`config.mk`:
```
export PLATFORM = sky130hd
export DESIGN_NAME = rotate_output_scheduler_flat
export DESIGN_NICKNAME = d
export VERILOG_FILES = /design/src/rtl/rotate_output_scheduler_if.sv /design/src/rtl/rotate_output_scheduler.sv /design/src/flat_wrapper.sv
export SDC_FILE = /design/constraint.sdc
export NUM_CORES = 2
export LEC_CHECK = 0
export CAP_MARGIN = 20
export CORE_ASPECT_RATIO = 1.25
export CORE_MARGIN = 2
export CORE_UTILIZATION = 48
export CTS_CLUSTER_SIZE = 10
export DETAILED_ROUTE_END_ITERATION = 12
export PLACE_DENSITY = 0.69
export SLEW_MARGIN = 20
export SYNTH_ARGS = -nofsm -noshare
export SYNTH_HDL_FRONTEND = slang
export SYNTH_SLANG_ARGS = --single-unit
```
`constraint.sdc`:
```
create_clock -name Clk_in -period 10.1 [get_ports Clk_in]
set_input_delay 1.01 -clock Clk_in [delete_from_list [all_inputs] [get_ports Clk_in]]
set_output_delay 1.01 -clock Clk_in [all_outputs]
set_load 0.02 [all_outputs]
```
`src/rtl/rotate_output_scheduler_if.sv`:
```
// Handshake and data bundle between the rotate scheduler, the frame buffer
// read port and the output formatting stage.
interface rotate_output_scheduler_if #(
  parameter int AW    = 20,
  parameter int DIM_W = 12
);
  logic             frame_start;
  logic [DIM_W-1:0] src_width;
  logic [DIM_W-1:0] src_height;
  logic [1:0]       rot_mode;
  logic             rd_en;
  logic [AW-1:0]    rd_addr;
  logic [23:0]      rd_data;
  logic             out_pixel_ready;
  logic             out_pixel_valid;
  logic             out_line_end;
  logic [23:0]      out_pixel_data;
  logic             busy;
  logic             frame_done;

  modport master (
    input  frame_start, src_width, src_height, rot_mode, rd_data,
    output rd_en, rd_addr, out_pixel_ready, out_pixel_valid, out_line_end,
           out_pixel_data, busy, frame_done
  );

  modport slave (
    output frame_start, src_width, src_height, rot_mode, rd_data,
    input  rd_en, rd_addr, out_pixel_ready, out_pixel_valid, out_line_end,
           out_pixel_data, busy, frame_done
  );
endinterface

```
`src/rtl/rotate_output_scheduler.sv`:
```
// Walks the rotated output raster, issues one frame buffer read per pixel and
// aligns the returned data with valid, line-end and frame-start flags.
module rotate_output_scheduler #(
  parameter int AW     = 20,
  parameter int DIM_W  = 12,
  parameter int HBLANK = 4
) (
  input  logic                          Clk_in,
  input  logic                          Rst_n,
  rotate_output_scheduler_if.master     bus
);

  localparam int               HW    = (HBLANK < 2) ? 1 : $clog2(HBLANK);
  localparam logic [DIM_W-1:0] D_ONE = DIM_W'(1);
  localparam logic [AW-1:0]    A_ONE = AW'(1);
  localparam logic [HW-1:0]    H_ONE = HW'(1);

  typedef enum logic [2:0] {IDLE, START, LINE, HBLK, FLUSH, DONE} state_t;

  state_t           state;
  logic [DIM_W-1:0] w, h, wo, ho;
  logic [DIM_W-1:0] cx, cy;
  logic [1:0]       mode;
  logic [HW-1:0]    hcnt;

  logic [DIM_W-1:0] in_wo, in_ho;
  logic             at_eol, last_line;

  // cx/cy always name the pixel whose read is on rd_addr
  assign in_wo     = bus.rot_mode[0] ? bus.src_height : bus.src_width;
  assign in_ho     = bus.rot_mode[0] ? bus.src_width  : bus.src_height;
  assign at_eol    = (cx == wo - D_ONE);
  assign last_line = (cy == ho - D_ONE);

  assign bus.out_pixel_data = bus.out_pixel_valid ? bus.rd_data : '0;

  function automatic logic [AW-1:0] src_addr(
    input logic [DIM_W-1:0] xc,
    input logic [DIM_W-1:0] yc,
    input logic [DIM_W-1:0] wd,
    input logic [DIM_W-1:0] ht,
    input logic [1:0]       md
  );
    logic [AW-1:0] xa, ya, wa, ha;
    xa = AW'(xc);
    ya = AW'(yc);
    wa = AW'(wd);
    ha = AW'(ht);
    case (md)
      2'd0:    src_addr = ya * wa + xa;
      2'd1:    src_addr = (ha - A_ONE - xa) * wa + ya;
      2'd2:    src_addr = (ha - A_ONE - ya) * wa + (wa - A_ONE - xa);
      default: src_addr = xa * wa + (wa - A_ONE - ya);
    endcase
  endfunction

  always_ff @(posedge Clk_in or negedge Rst_n) begin
    if (!Rst_n) begin
      state               <= IDLE;
      w                   <= '0;
      h                   <= '0;
      wo                  <= '0;
      ho                  <= '0;
      cx                  <= '0;
      cy                  <= '0;
      mode                <= '0;
      hcnt                <= '0;
      bus.rd_en           <= 1'b0;
      bus.rd_addr         <= '0;
      bus.out_pixel_ready <= 1'b0;
      bus.out_pixel_valid <= 1'b0;
      bus.out_line_end    <= 1'b0;
      bus.busy            <= 1'b0;
      bus.frame_done      <= 1'b0;
    end else begin
      bus.out_pixel_valid <= bus.rd_en;
      bus.out_line_end    <= bus.rd_en & at_eol;
      bus.out_pixel_ready <= 1'b0;
      bus.rd_en           <= 1'b0;
      bus.frame_done      <= 1'b0;

      unique case (state)
        IDLE: begin
          if (bus.frame_start) begin
            w        <= bus.src_width;
            h        <= bus.src_height;
            mode     <= bus.rot_mode;
            wo       <= in_wo;
            ho       <= in_ho;
            cx       <= '0;
            cy       <= '0;
            bus.busy <= 1'b1;
            if (bus.src_width == '0 || bus.src_height == '0) begin
              state          <= DONE;
              bus.frame_done <= 1'b1;
            end else begin
              state               <= START;
              bus.out_pixel_ready <= 1'b1;
              bus.rd_en           <= 1'b1;
              bus.rd_addr         <= src_addr('0, '0, bus.src_width,
                                              bus.src_height, bus.rot_mode);
            end
          end
        end

        START, LINE: begin
          if (!at_eol) begin
            state       <= LINE;
            cx          <= cx + D_ONE;
            bus.rd_en   <= 1'b1;
            bus.rd_addr <= src_addr(cx + D_ONE, cy, w, h, mode);
          end else if (!last_line) begin
            cx <= '0;
            cy <= cy + D_ONE;
            if (HBLANK == 0) begin
              state       <= LINE;
              bus.rd_en   <= 1'b1;
              bus.rd_addr <= src_addr('0, cy + D_ONE, w, h, mode);
            end else begin
              state <= HBLK;
              hcnt  <= HW'(HBLANK - 1);
            end
          end else begin
            state <= FLUSH;
          end
        end

        HBLK: begin
          if (hcnt == '0) begin
            state       <= LINE;
            bus.rd_en   <= 1'b1;
            bus.rd_addr <= src_addr(cx, cy, w, h, mode);
          end else begin
            hcnt <= hcnt - H_ONE;
          end
        end

        FLUSH: begin
          state          <= DONE;
          bus.frame_done <= 1'b1;
        end

        DONE: begin
          state    <= IDLE;
          bus.busy <= 1'b0;
        end

        default: state <= IDLE;
      endcase
    end
  end

endmodule

```
`src/flat_wrapper.sv`:
```
// flat-port wrapper written by rule: the top's interface ports become plain ports
module rotate_output_scheduler_flat 
#(
  parameter int AW     = 20,
  parameter int DIM_W  = 12,
  parameter int HBLANK = 4
)
  (Clk_in, Rst_n, bus_frame_start, bus_src_width, bus_src_height, bus_rot_mode, bus_rd_data, bus_rd_en, bus_rd_addr, bus_out_pixel_ready, bus_out_pixel_valid, bus_out_line_end, bus_out_pixel_data, bus_busy, bus_frame_done);
  rotate_output_scheduler_if #(.AW(AW), .DIM_W(DIM_W)) bus_i ();
  input  logic Clk_in;
  input  logic Rst_n;
  input wire logic [$bits(bus_i.frame_start)-1:0] bus_frame_start;
  input wire logic [$bits(bus_i.src_width)-1:0] bus_src_width;
  input wire logic [$bits(bus_i.src_height)-1:0] bus_src_height;
  input wire logic [$bits(bus_i.rot_mode)-1:0] bus_rot_mode;
  input wire logic [$bits(bus_i.rd_data)-1:0] bus_rd_data;
  output wire logic [$bits(bus_i.rd_en)-1:0] bus_rd_en;
  output wire logic [$bits(bus_i.rd_addr)-1:0] bus_rd_addr;
  output wire logic [$bits(bus_i.out_pixel_ready)-1:0] bus_out_pixel_ready;
  output wire logic [$bits(bus_i.out_pixel_valid)-1:0] bus_out_pixel_valid;
  output wire logic [$bits(bus_i.out_line_end)-1:0] bus_out_line_end;
  output wire logic [$bits(bus_i.out_pixel_data)-1:0] bus_out_pixel_data;
  output wire logic [$bits(bus_i.busy)-1:0] bus_busy;
  output wire logic [$bits(bus_i.frame_done)-1:0] bus_frame_done;
  assign bus_i.frame_start = bus_frame_start;
  assign bus_i.src_width = bus_src_width;
  assign bus_i.src_height = bus_src_height;
  assign bus_i.rot_mode = bus_rot_mode;
  assign bus_i.rd_data = bus_rd_data;
  assign bus_rd_en = bus_i.rd_en;
  assign bus_rd_addr = bus_i.rd_addr;
  assign bus_out_pixel_ready = bus_i.out_pixel_ready;
  assign bus_out_pixel_valid = bus_i.out_pixel_valid;
  assign bus_out_line_end = bus_i.out_line_end;
  assign bus_out_pixel_data = bus_i.out_pixel_data;
  assign bus_busy = bus_i.busy;
  assign bus_frame_done = bus_i.frame_done;
  rotate_output_scheduler #(.AW(AW), .DIM_W(DIM_W), .HBLANK(HBLANK)) u_core (.Clk_in(Clk_in), .Rst_n(Rst_n), .bus(bus_i));
endmodule
```
==> impl_results.md <==
- Outcome: complete, no violations
- CTS buffer count: 9
- Vias in the first global route: slightly above 40000
- Total Wirelength: 164000 um
- Slowest stage delay, CP: 0.60 ns
- Clock tree sinks: around 110
- Layout cell share with drive strength beyond 1: 5.61%
- Dpl hpwl: 131000 um
- Fin. Hold Viols: 0
- Worst Skew: around 0.012 ns
- Placed insts: around 7000
- Setup-failing EPs final: 0
- Unrepaired setup endpoints after global routing: yes
- CTS Buffer Depth: 2
- Ys Warns: 0
- Top FF cell, synth: dfrtp_1
- Die height: about 360 um
- Area Growth Syn to Fin: 7.52%
- CTS root buf: clkbuf_16
- Worst setup path class: flip-flop to flip-flop
- Sequential fraction of the synthesis area: under 10%
- Drt initial violations: ~2900
- Slew margin rel.: between 20% and 30%
- Post-Syn Area: ~48000 um2
- Grt ovf: 0
- Via count: between 40000 and 50000
- IO buf count: slightly above 100
- Max-slew violations: 0
- Fin nets: 7083
- Final WS setup: between 0.2 and 0.3 ns
- Worst EP required: between 10 and 15 ns
- First-pass GRT wire length: around 250000 um
- Die X: about 290 um
- Fraction of registers with async set/reset: 100%
- Mean Syn Cell Area: approximately 8.3 um2
- Setup WS pre-CTS: -0.301 ns
- Worst setup EP type: flip-flop
- Distinct cells, synth: 90
- Initial core utilization: around half
- Synth Instances: between 5000 and 6000
- # rows: 129
- Via density: approximately 5.7
- CTS tree: done
- H-tree depth: 3
- Setup_tns: 0 ns
- Initial antenna violation count: 6
- Boundary Pins: 103
- Tot GR Track Use: 32.9%
- Tcrit/Tclk final: between 90% and 100%
- Core area: about 99000 um2
- Die ar.: ~100000 um2
- DRC Markers: 0
- Placer Congestion: roughly 1
- F_max: around 100 MHz
- Post-synthesis register bit count: around 110
- EDFF count, synth: 0
- Largest net degree at the start of global routing: 77
- Worst-path clk slew: roughly 0.08 ns
- Critical Path AT: a little over 10 ns
- Final core utilization: roughly 52%
- Max cap viols: 0
- Crit start category: flip-flop
- Largest fanout on the critical path: 5
- Pre-antenna DRT Iters: 5
- Routed Antenna Nets: 0
- Period minus WS final: 9.81 ns
- Final cell count without fillers: roughly 7100
- Hold_buf cts: 0
- Worst hold path class: flip-flop to flip-flop
- Worst-Margin Slew: between 1 and 1.5 ns
- Worst-skew pair later-pin latency: 0.39 ns
- Synthesized Nets: slightly above 7000
- Detailed-route wire length per cell: between 20 and 25 um
- Slowest cell on crit path: fa_1
==> synth_stat cells, types with 13 or more instances <==
cell      number  area [um2]
clkbuf_1     261         980
mux2_2        19         214
dfrtp_1      105        2630
a31oi_1       34         213
o211ai_1      18         135
and2_1       252        1580
inv_1       1086        4080
mux4_2        21         473
nand2b_1      52         325
a21o_1        61         458
ha_1         452        5660
xnor2_1      264        2310
mux2i_1       34         340
a21oi_1      232        1160
a211oi_1      21         158
o21ai_0      151         756
nor4_1        13        81.3
a211o_1       13         114
and3_1        16         100
o21bai_1      32         240
nor2_1       267        1000
o21a_1        36         270
or2_2         16         100
xor2_1       113         990
nor3_1        74         370
o31ai_1       18         135
nor2b_1       66         413
fa_1         843       16900
nand3_1       46         230
nand2_1      868        3260
or3_1         26         163
==> final cells by class <==
| type | instances | area, um2 |
|---|---|---|
| well taps | 1310 | 1640 |
| repair buffers | 294 | 2470 |
| clock buffers | 9 | 225 |
| diodes | 6 | 15.0 |
| flip-flops and latches | 105 | 2660 |
| clock inverters | 7 | 109 |
| fillers | 9272 | 47500 |
| multi-input cells | 4231 | 39900 |
| inverters | 1094 | 4110 |
==> through the flow <==
step / area (um2) / hold WS [ns]
after floorplan: 47500 / 0.484
after global placement: 50600 / 0.395
after detailed placement: 50600 / 0.416
after CTS: 50900 / 0.434
after global routing: 51100 / 0.448
final: 51100 / 0.436
==> metal layers <==
layer	global-route usage, %	vias up	wire (um)
met2	54.4	1724	77800
met1	39.2	20300	60700
met3	6.46	446	13400
met5	0	-	22
met4	21.2	4	12500
li1	-	17800	-
==> cell families after synthesis <==
kind of cell,count (synthesis),synth area share [%]
adder cells (fa/ha/maj),1298,47.5
multiplexers,74,2.16
other,1,0.00789
AO/OA/AOI/OAI,735,9.85
XOR/XNOR,386,7.35
buffers and inverters,1369,10.8
flip-flops,105,5.53
AND/OR/NAND/NOR,1737,16.8
==> sequential cells by signal, summed over array words and instances, names as in the netlist <==
name,flops
u_core.mode,2
u_core.bus.out_line_end,1
u_core.h,12
u_core.ho,12
u_core.bus.busy,1
u_core.wo,12
u_core.w,12
u_core.bus.frame_done,1
u_core.cy,12
u_core.bus.rd_addr,20
u_core.bus.out_pixel_ready,1
u_core.bus.rd_en,1
u_core.cx,12
u_core.state,3
u_core.hcnt,2
u_core.bus.out_pixel_valid,1
==> cell usage in the layout, fill, tap and decap left out, drive strengths merged, types with 12 or more instances in the layout <==
cell type,instances
mux4,21
and3,16
o21bai,32
nor3,75
mux2,19
nor4,14
fa,843
a21oi,232
and2,252
o21a,36
ha,452
a31oi,34
o31ai,18
xnor2,265
nand2b,52
mux2i,34
nor2,267
nand2,870
or3,26
clkdlybuf4s50,100
buf,194
nand3,46
a211oi,21
or2,16
o21ai,151
xor2,114
inv,1090
a211o,13
dfrtp,105
o211ai,18
a21boi,12
a21o,61
nor2b,66
==> worst max-delay path, delay by kind of cell (launching register included) <==
kind / cells / cell delay [ns]
and+or+nand+nor: 5 / 1.25
muxes: 1 / 0.18
DFF: 1 / 0.41
adders and majority gates: 8 / 3.42
buffers and inverters: 4 / 0.25
xor gates and xnor gates: 10 / 2.17
AOI/OAI and AO/OA: 11 / 2.00
==> what timing repair did <==
action,in CTS,in global routing
buffers inserted,1,5
resized for setup,4,19
endpoints found under the hold margin,0,0
gates cloned,0,0
pin swaps,1,6
endpoints found under the setup margin,1,6
==> final timing paths <==
check | endpoint | cells past startpoint | slack, ns | start
max | u_core.bus.rd_addr[19]$_DFFE_PN0P_ | 39 | 0.29 | u_core.h[5]$_DFFE_PN0P_
min | u_core.bus.out_pixel_valid$_DFF_PN0_ | 0 | 0.44 | u_core.bus.rd_en$_DFF_PN0_
max reg2reg | u_core.bus.rd_addr[19]$_DFFE_PN0P_ | 39 | 0.29 | u_core.h[5]$_DFFE_PN0P_
min reg2reg | u_core.bus.out_pixel_valid$_DFF_PN0_ | 0 | 0.44 | u_core.bus.rd_en$_DFF_PN0_
max in group asynchronous | u_core.w[5]$_DFFE_PN0P_ | 2 | 8.00 | Rst_n
min in group asynchronous | u_core.h[7]$_DFFE_PN0P_ | 1 | 0.64 | Rst_n
Power is left out: the tool's default activity adds up to more than one toggle a clock period on the data nets, which glitch-free logic cannot reach.
==> patch (config.mk and constraints unchanged) <==
`HBLANK` is set to 4 in 2 places; all go to 2.
--- a/src/rtl/rotate_output_scheduler.sv
+++ b/src/rtl/rotate_output_scheduler.sv
@@ -4,5 +4,5 @@
   parameter int AW     = 20,
   parameter int DIM_W  = 12,
-  parameter int HBLANK = 4
+  parameter int HBLANK = 2
 ) (
   input  logic                          Clk_in,
--- a/src/flat_wrapper.sv
+++ b/src/flat_wrapper.sv
@@ -4,5 +4,5 @@
   parameter int AW     = 20,
   parameter int DIM_W  = 12,
-  parameter int HBLANK = 4
+  parameter int HBLANK = 2
 )
   (Clk_in, Rst_n, bus_frame_start, bus_src_width, bus_src_height, bus_rot_mode, bus_rd_data, bus_rd_en, bus_rd_addr, bus_out_pixel_ready, bus_out_pixel_valid, bus_out_line_end, bus_out_pixel_data, bus_busy, bus_frame_done);
Check against the original RTL: not settled (the Yosys comparison gave no result); the edit may change what the design does.
==> patch against the original RTL <==
Final area shrank 1.6%; highest routed layer unchanged; cell count shrank 1.7%; sequential cell count shrank 1; setup slack gained 0.26 ns; global-route usage shrank 1.5 points; synthesized area shrank 0.98%; wire length shrank 6.1%; clock skew grew 0.0068 ns.
Power is not shown: default switching activity piles up to over one toggle a cycle in this logic, so the estimate is an artifact.
==> patch: results (changes against the original RTL) <==
| Metric | Value |
|---|---|
| Status | finished clean |
| Routed wire per std cell | 22.3 um (-4.4%) |
| Clk slew on worst S/H paths | 0.10 ns (+0.02 ns) |
| Met1 Usage GRT | 37.8% (-1.4 points) |
| Top routing layer in use | met5 |
| Max_slew headroom | 29.2% (+5.1 points) |
| ANT cells | 0 (-6) |
| Mapped Nets | 6985 (-0.96%) |
| Compound-gate portion of the synthesized area | 8.90% (-0.95 points) |
| Fraction of layout cells with a size suffix above 1 | 5.02% (-0.59 points) |
| Initial DRC count | 2984 (+4.2%) |
| DP Worst Slack | -0.180 ns (+0.121 ns) |
| GRT Overall Usage | 31.4% (-1.5 points) |
| Post-synthesis adder-cell area fraction | 47.9% (+0.38 points) |
| Routability congestion estimate | 1.01 (+0.67%) |
| Xor and xnor area share after synthesis | 7.28% (-0.068 points) |
| Setup crit end | u_core.bus.rd_addr[17] |
| Met3 WL | 11.4 mm (-15%) |
| Via count of the routed design | 39100 (-3.0%) |
| Setup Skew | 0.0191 ns (+0.00684 ns) |
| Sequential area share after synthesis | 5.53% (about the same) |
| Multiplexer share of the synthesized area | 2.31% (+0.14 points) |
| Largest net degree at the start of global routing | 65 (-16%) |
| Routed wl met2 | 71.4 mm (-8.2%) |
| Crit path max fanout | 12 (+7) |
| CP peak stage delay | 0.56 ns (-0.04 ns) |
| Detail Placement HPWL | 125 mm (-4.9%) |
| R2R Path Start | u_core.h[0] |
| Initial antenna violation count | 8 (+2) |
| Met2 GRT Util | 51.2% (-3.2 points) |
| Filler cell count | 9327 (+0.59%) |
| Reg2Reg Setup Slack | 0.55 ns (+0.26 ns) |
| First-pass GRT wire length | 240 mm (-3.9%) |
| Top post-synthesis cells by area | fa_1 36%, ha_1 12%, inv_1 8.6%, nand2_1 7.0%, dfrtp_1 5.5% |
| DR pass1 iterations | 6 (+1) |
| Grt met3 use | 5.35% (-1.1 points) |
| Vias in the first global route | 40800 (-1.8%) |
| M1 WL | 57.8 mm (-4.7%) |
| Most frequent cells after synthesis | 1075 x inv_1, 882 x nand2_1, 843 x fa_1, 451 x ha_1, 265 x nor2_1 |
[patch: cell count changes after synthesis, moves of 12 or more]
cell / before / now
a21oi_1: 232 / 208
nor3_1: 74 / 52
xor2_1: 113 / 129
nand2_1: 868 / 882
o21ai_0: 151 / 139
xnor2_1: 264 / 252
[patch: stage by stage]
stage	area (um2)	TNS, ns	cells	util [%]
after floorplan	47000	0	5638	-
after global placement	49900	0	6918	51.2
after detailed placement	49900	-0.180	6918	51.2
after CTS	50200	0	6934	51.5
after global routing	50300	0	6934	51.6
final	50300	0	6934	51.6
[patch: worst max-delay path, delay by kind of cell, from the launching register on]
kind | cells | cell delay, ns
fa+ha+maj | 10 | 4.24
compound gates | 13 | 2.40
mux | 1 | 0.09
xor+xnor | 2 | 0.67
simple gates | 7 | 0.78
flops | 1 | 0.44
buf+inv | 7 | 0.78
[patch: cells by family (layout without fill, tap and decap cells)]
kind of cell,count (synthesis),count (layout)
adders and majority gates,1294,1294
DFF,104,104
AOI/OAI and AO/OA,661,661
other,1,1
xor gates and xnor gates,385,385
muxes,78,78
buffers and inverters,1360,1356
and+or+nand+nor,1755,1755
[patch: what timing repair did]
item / 4_1_cts / 5_1_grt
setup endpoints to repair: 2 / 4
buffers inserted: 0 / 0
pin swaps: 0 / 2
resized for setup: 1 / 15
[patch: final cells by class]
class	instances	area share [%]
Multi-Input combinational cell	4174	78.4
Inverter	1080	8.06
Sequential cell	104	5.24
Timing Repair Buffer	260	4.38
Tap cell	1300	3.24
Clock buffer	9	0.448
Clock inverter	7	0.192
